<file path="src/rtl/nn_pkg.sv">
// -----------------------------------------------------------------------------
// nn_pkg
// Shared definitions for the neural-network datapath blocks.
//   state_e   : IDLE / ACCUM / DONE encodings used by the multiplier FSMs
//   clog2     : ceiling log2 for sizing index registers
//   saturate  : clamp a signed value into a signed range of the given width
// No ports (package).
// -----------------------------------------------------------------------------
package nn_pkg;

  typedef enum logic [1:0] {
    S_IDLE  = 2'd0,
    S_ACCUM = 2'd1,
    S_DONE  = 2'd2
  } state_e;

  function automatic int clog2(input int value);
    int r;
    r = 0;
    while ((1 << r) < value) r++;
    return r;
  endfunction

  // Clamp value into [-2^(width-1), 2^(width-1)-1].
  function automatic logic signed [63:0] saturate(input logic signed [63:0] value,
                                                  input int width);
    logic signed [63:0] hi;
    logic signed [63:0] lo;
    hi = (64'sd1 <<< (width - 1)) - 64'sd1;
    lo = -(64'sd1 <<< (width - 1));
    if (value > hi) return hi;
    if (value < lo) return lo;
    return value;
  endfunction

endpackage

</file>
<file path="src/rtl/mvm_transpose_mac_lane.sv">
// -----------------------------------------------------------------------------
// mac_lane
// Signed multiply-accumulate lane: acc += a * b when enabled, synchronous
// clear has priority over enable. One lane per output element.
// Ports:
//   clk, reset : clock, asynchronous active-high reset
//   clr_i      : synchronous clear of the accumulator
//   en_i       : accumulate enable
//   a_i, b_i   : signed WIDTH-bit operands
//   acc_o      : signed ACC_WIDTH-bit running sum
// -----------------------------------------------------------------------------
module mac_lane #(
  parameter int WIDTH     = 8,
  parameter int ACC_WIDTH = 19
) (
  input  logic                        clk,
  input  logic                        reset,
  input  logic                        clr_i,
  input  logic                        en_i,
  input  logic signed [WIDTH-1:0]     a_i,
  input  logic signed [WIDTH-1:0]     b_i,
  output logic signed [ACC_WIDTH-1:0] acc_o
);

  logic signed [2*WIDTH-1:0]   prod;
  logic signed [ACC_WIDTH-1:0] acc_q;
  logic signed [ACC_WIDTH-1:0] acc_d;

  assign prod = a_i * b_i;

  always_comb begin
    acc_d = acc_q;
    if (clr_i)     acc_d = '0;
    else if (en_i) acc_d = acc_q + ACC_WIDTH'(prod);
  end

  always_ff @(posedge clk or posedge reset) begin
    if (reset) acc_q <= '0;
    else       acc_q <= acc_d;
  end

  assign acc_o = acc_q;

endmodule

</file>
<file path="src/rtl/mvm_transpose.sv">
// -----------------------------------------------------------------------------
// mvm_transpose
// Backward-pass transposed matrix-vector multiplier: y = W^T * e.
// W is MATRIX_ROWS x SHARED_DIM in the forward layer's packed layout, e has
// MATRIX_ROWS elements, y has SHARED_DIM elements. One row of W is consumed
// per cycle, all SHARED_DIM columns in parallel (one mac_lane each).
// Ports:
//   clk, reset    : clock, asynchronous active-high reset
//   start         : request, sampled only in IDLE
//   matrix        : W[r][c] at [WIDTH*SHARED_DIM*(MATRIX_ROWS-r)-WIDTH*c-1 -: WIDTH]
//   vector        : e[r] at [WIDTH*(MATRIX_ROWS-r)-1 -: WIDTH]
//   result_vector : y[c] at [ACC_WIDTH*(SHARED_DIM-c)-1 -: ACC_WIDTH]
//   busy          : high from the start-sampling edge through the done cycle
//   done          : one-cycle completion pulse
// Build option: define MVM_TRANSPOSE_SAT_EN to clamp each y[c] to the signed
// WIDTH range (sign-extended back to ACC_WIDTH); otherwise full precision.
// -----------------------------------------------------------------------------
module mvm_transpose
  import nn_pkg::*;
#(
  parameter int MATRIX_ROWS = 6,
  parameter int SHARED_DIM  = 3,
  parameter int WIDTH       = 8,
  parameter int ACC_WIDTH   = 19
) (
  input  logic                                  clk,
  input  logic                                  reset,
  input  logic                                  start,
  input  logic [MATRIX_ROWS*SHARED_DIM*WIDTH-1:0] matrix,
  input  logic [MATRIX_ROWS*WIDTH-1:0]          vector,
  output logic [SHARED_DIM*ACC_WIDTH-1:0]       result_vector,
  output logic                                  busy,
  output logic                                  done
);

  localparam int RIDX_W = (clog2(MATRIX_ROWS) < 1) ? 1 : clog2(MATRIX_ROWS);
  localparam logic [RIDX_W-1:0] LAST_ROW = RIDX_W'(MATRIX_ROWS - 1);

  state_e                                state_q;
  logic [RIDX_W-1:0]                     row_idx_q;
  logic [MATRIX_ROWS*SHARED_DIM*WIDTH-1:0] matrix_q;
  logic [MATRIX_ROWS*WIDTH-1:0]          vector_q;
  logic [SHARED_DIM*ACC_WIDTH-1:0]       result_q;
  logic                                  busy_q;
  logic                                  done_q;

  logic signed [WIDTH-1:0]     w_row [SHARED_DIM];
  logic signed [WIDTH-1:0]     e_elem;
  logic signed [ACC_WIDTH-1:0] acc   [SHARED_DIM];
  logic                        lane_clr;
  logic                        lane_en;

  function automatic logic signed [ACC_WIDTH-1:0] out_fn(input logic signed [ACC_WIDTH-1:0] v);
`ifdef MVM_TRANSPOSE_SAT_EN
    return ACC_WIDTH'(saturate(64'(v), WIDTH));
`else
    return v;
`endif
  endfunction

  // Select the current row of W and element of e. A compare-per-row mux keeps
  // every part-select constant, so row_idx values past the last row are safe.
  always_comb begin
    e_elem = '0;
    for (int c = 0; c < SHARED_DIM; c++) w_row[c] = '0;
    for (int r = 0; r < MATRIX_ROWS; r++) begin
      if (row_idx_q == RIDX_W'(r)) begin
        e_elem = vector_q[WIDTH*(MATRIX_ROWS-r)-1 -: WIDTH];
        for (int c = 0; c < SHARED_DIM; c++)
          w_row[c] = matrix_q[WIDTH*SHARED_DIM*(MATRIX_ROWS-r) - WIDTH*c - 1 -: WIDTH];
      end
    end
  end

  // Accumulators are cleared on the same edge that captures the operands.
  assign lane_clr = (state_q == S_IDLE) && start;
  assign lane_en  = (state_q == S_ACCUM);

  for (genvar c = 0; c < SHARED_DIM; c++) begin : g_lane
    mac_lane #(
      .WIDTH     (WIDTH),
      .ACC_WIDTH (ACC_WIDTH)
    ) u_mac (
      .clk   (clk),
      .reset (reset),
      .clr_i (lane_clr),
      .en_i  (lane_en),
      .a_i   (w_row[c]),
      .b_i   (e_elem),
      .acc_o (acc[c])
    );
  end

  // busy is registered so it stays high through the done cycle (state is
  // already back in IDLE then) and stays high across a back-to-back restart.
  always_ff @(posedge clk or posedge reset) begin
    if (reset) begin
      state_q   <= S_IDLE;
      row_idx_q <= '0;
      matrix_q  <= '0;
      vector_q  <= '0;
      result_q  <= '0;
      busy_q    <= 1'b0;
      done_q    <= 1'b0;
    end else begin
      case (state_q)
        S_IDLE: begin
          done_q <= 1'b0;
          busy_q <= start;
          if (start) begin
            matrix_q  <= matrix;
            vector_q  <= vector;
            row_idx_q <= '0;
            state_q   <= S_ACCUM;
          end
        end
        S_ACCUM: begin
          busy_q <= 1'b1;
          done_q <= 1'b0;
          if (row_idx_q == LAST_ROW) state_q   <= S_DONE;
          else                       row_idx_q <= row_idx_q + RIDX_W'(1);
        end
        S_DONE: begin
          for (int c = 0; c < SHARED_DIM; c++)
            result_q[ACC_WIDTH*(SHARED_DIM-c)-1 -: ACC_WIDTH] <= out_fn(acc[c]);
          busy_q  <= 1'b1;
          done_q  <= 1'b1;
          state_q <= S_IDLE;
        end
        default: begin
          busy_q  <= 1'b0;
          done_q  <= 1'b0;
          state_q <= S_IDLE;
        end
      endcase
    end
  end

  assign result_vector = result_q;
  assign busy          = busy_q;
  assign done          = done_q;

endmodule

</file>
<file path="config.mk">
export PLATFORM = sky130hd
export DESIGN_NAME = mvm_transpose
export DESIGN_NICKNAME = d
export VERILOG_FILES = /design/src/rtl/nn_pkg.sv /design/src/rtl/mvm_transpose_mac_lane.sv /design/src/rtl/mvm_transpose.sv
export SDC_FILE = /design/constraint.sdc
export NUM_CORES = 2
export LEC_CHECK = 0
export ABC_AREA = 1
export BUFFER_PORTS_ARGS = -buffer_cell sky130_fd_sc_hd__buf_2
export CORE_AREA = 2 2 200 202
export DETAILED_ROUTE_END_ITERATION = 8
export DIE_AREA = 0 0 202 204
export PLACE_DENSITY = 0.85
export SETUP_SLACK_MARGIN = 0.3
export SLEW_MARGIN = 20
export SYNTH_ARGS = -nofsm -noshare
export SYNTH_HDL_FRONTEND = slang
export SYNTH_SLANG_ARGS = --single-unit
</file>
<file path="constraint.sdc">
create_clock -name clk -period 15.3 [get_ports clk]
set_input_delay 0.765 -clock clk [delete_from_list [all_inputs] [get_ports clk]]
set_output_delay 0.765 -clock clk [all_outputs]
set_load 0.005 [all_outputs]
</file>
---- Word-level counts from Yosys, hierarchy flattened ----
Cells that the tools add are included.
operators by class
  eq/ne operators ......................... 10
  $mul .................................... 3
  reductions and logical operators ........ 9
  $add $sub $neg .......................... 4
  mux-type cells .......................... 26
operator list
  operator                                             number
  2-to-1 mux 24 bit                                    6
  2-to-1 mux 19 bit                                    6
  adder 19 x 16 -> 19 bit                              3
  multiplier 8 x 8 -> 16 bit                           3
  2-to-1 mux 8 bit                                     6
  equality test 3 x 2 -> 1 bit, second input constant  2
  equality test 3 bit, second input constant           2
  2-to-1 mux 3 bit                                     2
  inequality test 2 bit, second input constant         3
  one-hot mux 3 bit (2 select lines)                   1
  2-to-1 mux 2 bit                                     2
  one-hot mux 2 bit (2 select lines)                   1
  AND reduction 2 bit                                  2
  nonzero test 2 bit                                   2
  adder 3 x 1 -> 3 bit, second input constant          1
  equality test 3 x 1 -> 1 bit, second input constant  1
  zero test 3 bit                                      1
  AND reduction 3 bit                                  1
  equality test 2 x 1 -> 1 bit, second input constant  1
  equality test 2 bit, second input constant           1
  zero test 2 bit                                      1
  one-hot mux 1 bit (2 select lines)                   1
  OR reduction 2 bit                                   1
  logical AND 1 bit                                    1
  2-to-1 mux 1 bit                                     1
storage, ports and cells
  flip-flop bits (word level) ............. 313
  output and inout bits ................... 59
  word-level logic and storage cells ...... 62
  bits of input ports ..................... 195

---- Depth between registers and ports, before layout ----
  depth in word-level cells ............... 11
  gate-level depth with buffers ........... 35
  depth with buffers taken out ............ 34

---- By module ----
From an unflattened synthesis, not the netlist that was laid out.
second synthesis, totals
  cell total of the unflattened synthesis .. 3186
  area total of the unflattened synthesis .. 25160.4 um^2
modules (own cells, without submodules)
  module                       instances  area each (um^2)  sequential area each (um^2)  cells an instance
  mvm_transpose                1          11989.0           6406.1                       1515
  mac_lane at g_lane[1].u_mac  1          4420.5            475.5                        562
  mac_lane at g_lane[0].u_mac  1          4386.7            475.5                        555
  mac_lane at g_lane[2].u_mac  1          4364.2            475.5                        554

---- Worst setup path after synthesis ----
Ideal clock, no wire load.
  kind .................................... reg2reg
  start ................................... register row_idx_q[0]
  end ..................................... register g_lane[0].u_mac.acc_q[13]
  slack ................................... 9140 ps
  arrival time ............................ 6042 ps
  stages on the path, launching flop included .. 28
  buffers on the path ..................... 1
  period minus slack after synthesis ...... 6160 ps
  setup time .............................. 117 ps
  data required time ...................... 15183 ps
  cell sequence ........................... dfrtp_1 ha_1 ha_1 inv_1 clkbuf_1 o21ai_0 inv_1 nand2_1 nand2_1 nand2_1 nand2_1 nand2_1 nor2_1 fa_1 fa_1 fa_1 fa_1 fa_1 ha_1 nand2_1 nor2_1 nand2_1 nand3_1 nand2_1 nand2_1 nand2_1 nand3_1 nand2_1
between the ends
  longest elaborated chain between the ends .. 11
  elaborated cells between the ends (all ways) .. 22
  classes of those cells .................. add/sub: 1; mul: 1; eq/ne: 5; mux: 14; reduce/logical: 1
RTL lines
  item                                                                 line                          RTL
  from (decl)                                                          mvm_transpose.sv:40           logic [RIDX_W-1:0] row_idx_q;
  from (signal assigned)                                               mvm_transpose.sv:121          else row_idx_q <= row_idx_q + RIDX_W'(1);
  zero test 3 bit                                                      mvm_transpose.sv:67           if (row_idx_q == RIDX_W'(r)) begin
  2-to-1 mux 24 bit or 2-to-1 mux 8 bit (tied branches) (6 in series)  mvm_transpose.sv:67
  multiplier 8 x 8 -> 16 bit (*)                                       mvm_transpose_mac_lane.sv:29  assign prod = a_i * b_i;
  adder 19 x 16 -> 19 bit (*)                                          mvm_transpose_mac_lane.sv:34  else if (en_i) acc_d = acc_q + ACC_WIDTH'(prod);
  2-to-1 mux 19 bit (*)                                                mvm_transpose_mac_lane.sv:34
  2-to-1 mux 19 bit (*)                                                mvm_transpose_mac_lane.sv:33  if (clr_i) acc_d = '0;
  to (signal assigned)                                                 mvm_transpose_mac_lane.sv:38  if (reset) acc_q <= '0;
  to (signal assigned)                                                 mvm_transpose_mac_lane.sv:39  else acc_q <= acc_d;
  to (decl)                                                            mvm_transpose_mac_lane.sv:26  logic signed [ACC_WIDTH-1:0] acc_q;
Every way passes the cells marked *; elsewhere a longest branch is shown, timed or not. The select of a mux whose other input is x is not followed.
A chain may end at the register's enable or synchronous reset.

---- Final worst setup path ----
  start ................................... register row_idx_q[0]
  end ..................................... register g_lane[0].u_mac.acc_q[17]
Same word-level chain as after synthesis.

==> impl_metrics.env <==
export IMPL_critPathMaxStageDelay_ns=0.68
export IMPL_ys_seq_elements=313
export IMPL_clk_pin_slew_ns=0.06
export IMPL_synthTopCellsByArea="dfrtp_1, fa_1, nand2_1"
export IMPL_cts_htree_levels=2
export IMPL_wl_mm=69.2
export IMPL_grt_pass1_vias=22300
export IMPL_area_growth_pct=11.6
export IMPL_cts_sinks=313
export IMPL_synthCells=3076
export IMPL_slew_violations=0
export IMPL_timing_final_crit_share_pct=44.8
export IMPL_dp_worst_setup_slack_ns=8.30
export IMPL_cpMaxStageDelayCell="inv_1"
export IMPL_reg2reg_slack_ns=8.44
export IMPL_grt_max_degree=171
export IMPL_ys_types=37
export IMPL_drc=0
export IMPL_die_w_um=202
export IMPL_final_cell_area_mm2=0.0275
export IMPL_timing_critical_path_max_delay_family="adder cells"
export IMPL_dp_hpwl_mm=51.9
export IMPL_cts_buffers=36
export IMPL_synthSimpleGateAreaFrac_pct=24.7
export IMPL_fin_crit_ns=6.86
export IMPL_tightest_slew_ns=1.05
export IMPL_finClkSkew_ns=0.0133
export IMPL_tritoncts="done"
export IMPL_vias=21100
export IMPL_finish_utilization_pct=70.1
export IMPL_dpl_cell_area_mm2=0.0262
export IMPL_setup_tns_ns=0
export IMPL_core_area_mm2=0.0392
export IMPL_antenna_found_initial=0
export IMPL_grt_use_total_pct=35.4
export IMPL_slew_limit_headroom_pct=29.7
export IMPL_synth_xor_area_share_pct=0.213
export IMPL_drt_pass1_iter_count=8
export IMPL_viasPerCell=5.51
export IMPL_clock_latency_ns=0.58
export IMPL_detail_route_antenna_nets=0
export IMPL_rsz0062_at_grt="no"
export IMPL_worst_ep_required_time_ns=15.76
export IMPL_io_buffers=253
export IMPL_gp_congestion=0.980
export IMPL_max_clock_path_buffers=3
export IMPL_synth_compound_area_share_pct=5.66
export IMPL_gr_total_overflow=0
export IMPL_synth_area_leader_cell="dfrtp_1"
export IMPL_path_buf_inv=7
export IMPL_setup_viol=0
export IMPL_diodes=0
export IMPL_arrival_ns=7.32
export IMPL_rows=73
export IMPL_die_area_mm2=0.0412
export IMPL_wl_per_cell_um=18.1
export IMPL_ys_warnings_count=0
export IMPL_grt_pass1_wl_mm=113
export IMPL_synth_top_area_share_pct=31.8
export IMPL_initial_core_util_pct=62.8
export IMPL_timing_fmax_mhz=146
export IMPL_fin_nets=3866
export IMPL_maxCapViolations=0
export IMPL_hold_violations=0
export IMPL_cp_end_kind="flop"
export IMPL_worst_r2r_path_depth=25
export IMPL_drive_gt1_share_pct=12.4
export IMPL_synth_top_family_by_area="adder cells"
export IMPL_synthAdderAreaFrac_pct=27.7
export IMPL_postCtsHoldBufs=0
export IMPL_worst_slack_ns=8.44
export IMPL_worst_hold_path_type="in -> async"
export IMPL_post_cts_resized=0
export IMPL_crit_type="reg -> reg"
export IMPL_num_io_pins=254
export IMPL_muxShareOfSynthArea_pct=0.869
export IMPL_syn_area_per_cell_um2=8.00
export IMPL_syn_cell_area_mm2=0.0246
export IMPL_outcome="completed"
export IMPL_path_max_fanout=45
export IMPL_start_kind="flop"
export IMPL_crit_reg2reg_launch="row_idx_q[0]"
export IMPL_fp_dieH_um=204
export IMPL_r2r_end="g_lane[0].u_mac.acc_o[17]"
export IMPL_crit_top_cell="inv_1"
export IMPL_ys_seq_area_share_pct=31.8
export IMPL_root_buffer="clkbuf_16"
export IMPL_synth_fp_nets=3665
export IMPL_drt_iter0_drc=2011
export IMPL_post_cts_buffers=0
-- area by class of cell --
| class | count | area [um2] |
|---|---|---|
| fill | 3055 | 11700 |
| tap | 525 | 657 |
| inverter | 450 | 1710 |
| clock buffer | 47 | 1000 |
| clock inverter | 19 | 272 |
| sequential | 313 | 7830 |
| timing repair buffer | 271 | 1410 |
| multi-input combinational | 2205 | 14600 |
-- cell families after synthesis --
kind of cell	after synthesis
and+or+nand+nor	1538
buffers and inverters	558
adders and majority gates	394
DFF	313
AOI/OAI and AO/OA	248
muxes	19
xor gates and xnor gates	6
-- synthesized netlist by cell type --
library cell,count
dfrtp_1,313
fa_1,252
and3_1,3
nand3_1,125
inv_4,1
o21ai_1,11
buf_2,29
nand2_2,8
a22o_1,1
xnor2_1,6
o21bai_1,6
buf_1,6
mux2_2,19
nand4_1,3
ha_1,142
o21a_1,3
clkbuf_1,57
nand2_1,1105
inv_2,3
nor2_4,2
o21ai_2,6
o22ai_1,16
inv_1,446
nand3b_1,6
buf_6,9
a21oi_1,97
nor3_1,1
nor2_1,262
a31oi_1,3
o21ai_0,92
and2_1,4
or2_2,16
nand2_4,2
nor3b_2,1
buf_4,7
a21oi_4,4
a21oi_2,9
-- metrics by stage --
step                      std cells  hold slack [ns]
after global routing           3830            0.379
final                          3830            0.335
after CTS                      3830            0.365
after global placement         3764            0.458
after detailed placement       3764            0.461
after floorplan                3076            0.441
-- layout by cell type (no fill, tap or decap), types with 3 or more instances in the layout --
master and count:
clkbuf_1 5, o21ai_0 92, ha_1 141, buf_4 17, o21bai_1 6, o21ai_1 11, clkinvlp_4 3, xnor2_1 6
bufinv_16 4, o21a_1 3, a21oi_1 97, nor2_2 3, nand3b_1 6, clkbuf_16 36, nand2_1 1104, buf_2 253
nand4_1 3, dfrtp_1 313, inv_1 444, clkinv_2 7, a21oi_2 9, o21ai_2 6, and3_1 3, fa_1 252
a21oi_4 4, nor2_1 259, and2_1 4, mux2_2 19, or2_2 16, o22ai_1 16, clkbuf_8 6, a31oi_1 3
nand2_2 8, nand2_4 3, nand3_1 125, inv_2 3
-- sequential cells by signal, indices dropped and copies added, names as in the netlist --
name and count:
state_q 2, result_vector 57, g_lane.u_mac.acc_o 57, vector_q 48, row_idx_q 3, matrix_q 144
busy 1, done 1
-- worst max-delay path by stage --
stage                                endpoint         start  slack [ns]  cells after the start
CTS                 g_lane[1].u_mac.acc_o[14]  row_idx_q[0]        8.23                     25
detailed placement  g_lane[0].u_mac.acc_o[18]  row_idx_q[0]        8.30                     27
finish              g_lane[0].u_mac.acc_o[17]  row_idx_q[0]        8.44                     25
global placement    g_lane[0].u_mac.acc_o[17]  row_idx_q[0]        8.50                     24
floorplan                                busy         reset        5.88                      1
global route        g_lane[0].u_mac.acc_o[17]  row_idx_q[0]        8.00                     26
-- per-layer routing --
metal / track usage, % / wire length (um)
met4: 18.7 / 4070
met2: 58.7 / 33100
met3: 6.44 / 5700
met1: 44.6 / 26400
met5: 0 / 0
Power is left out: the tool's default activity adds up to more than one toggle a clock period on the data nets, which glitch-free logic cannot reach.
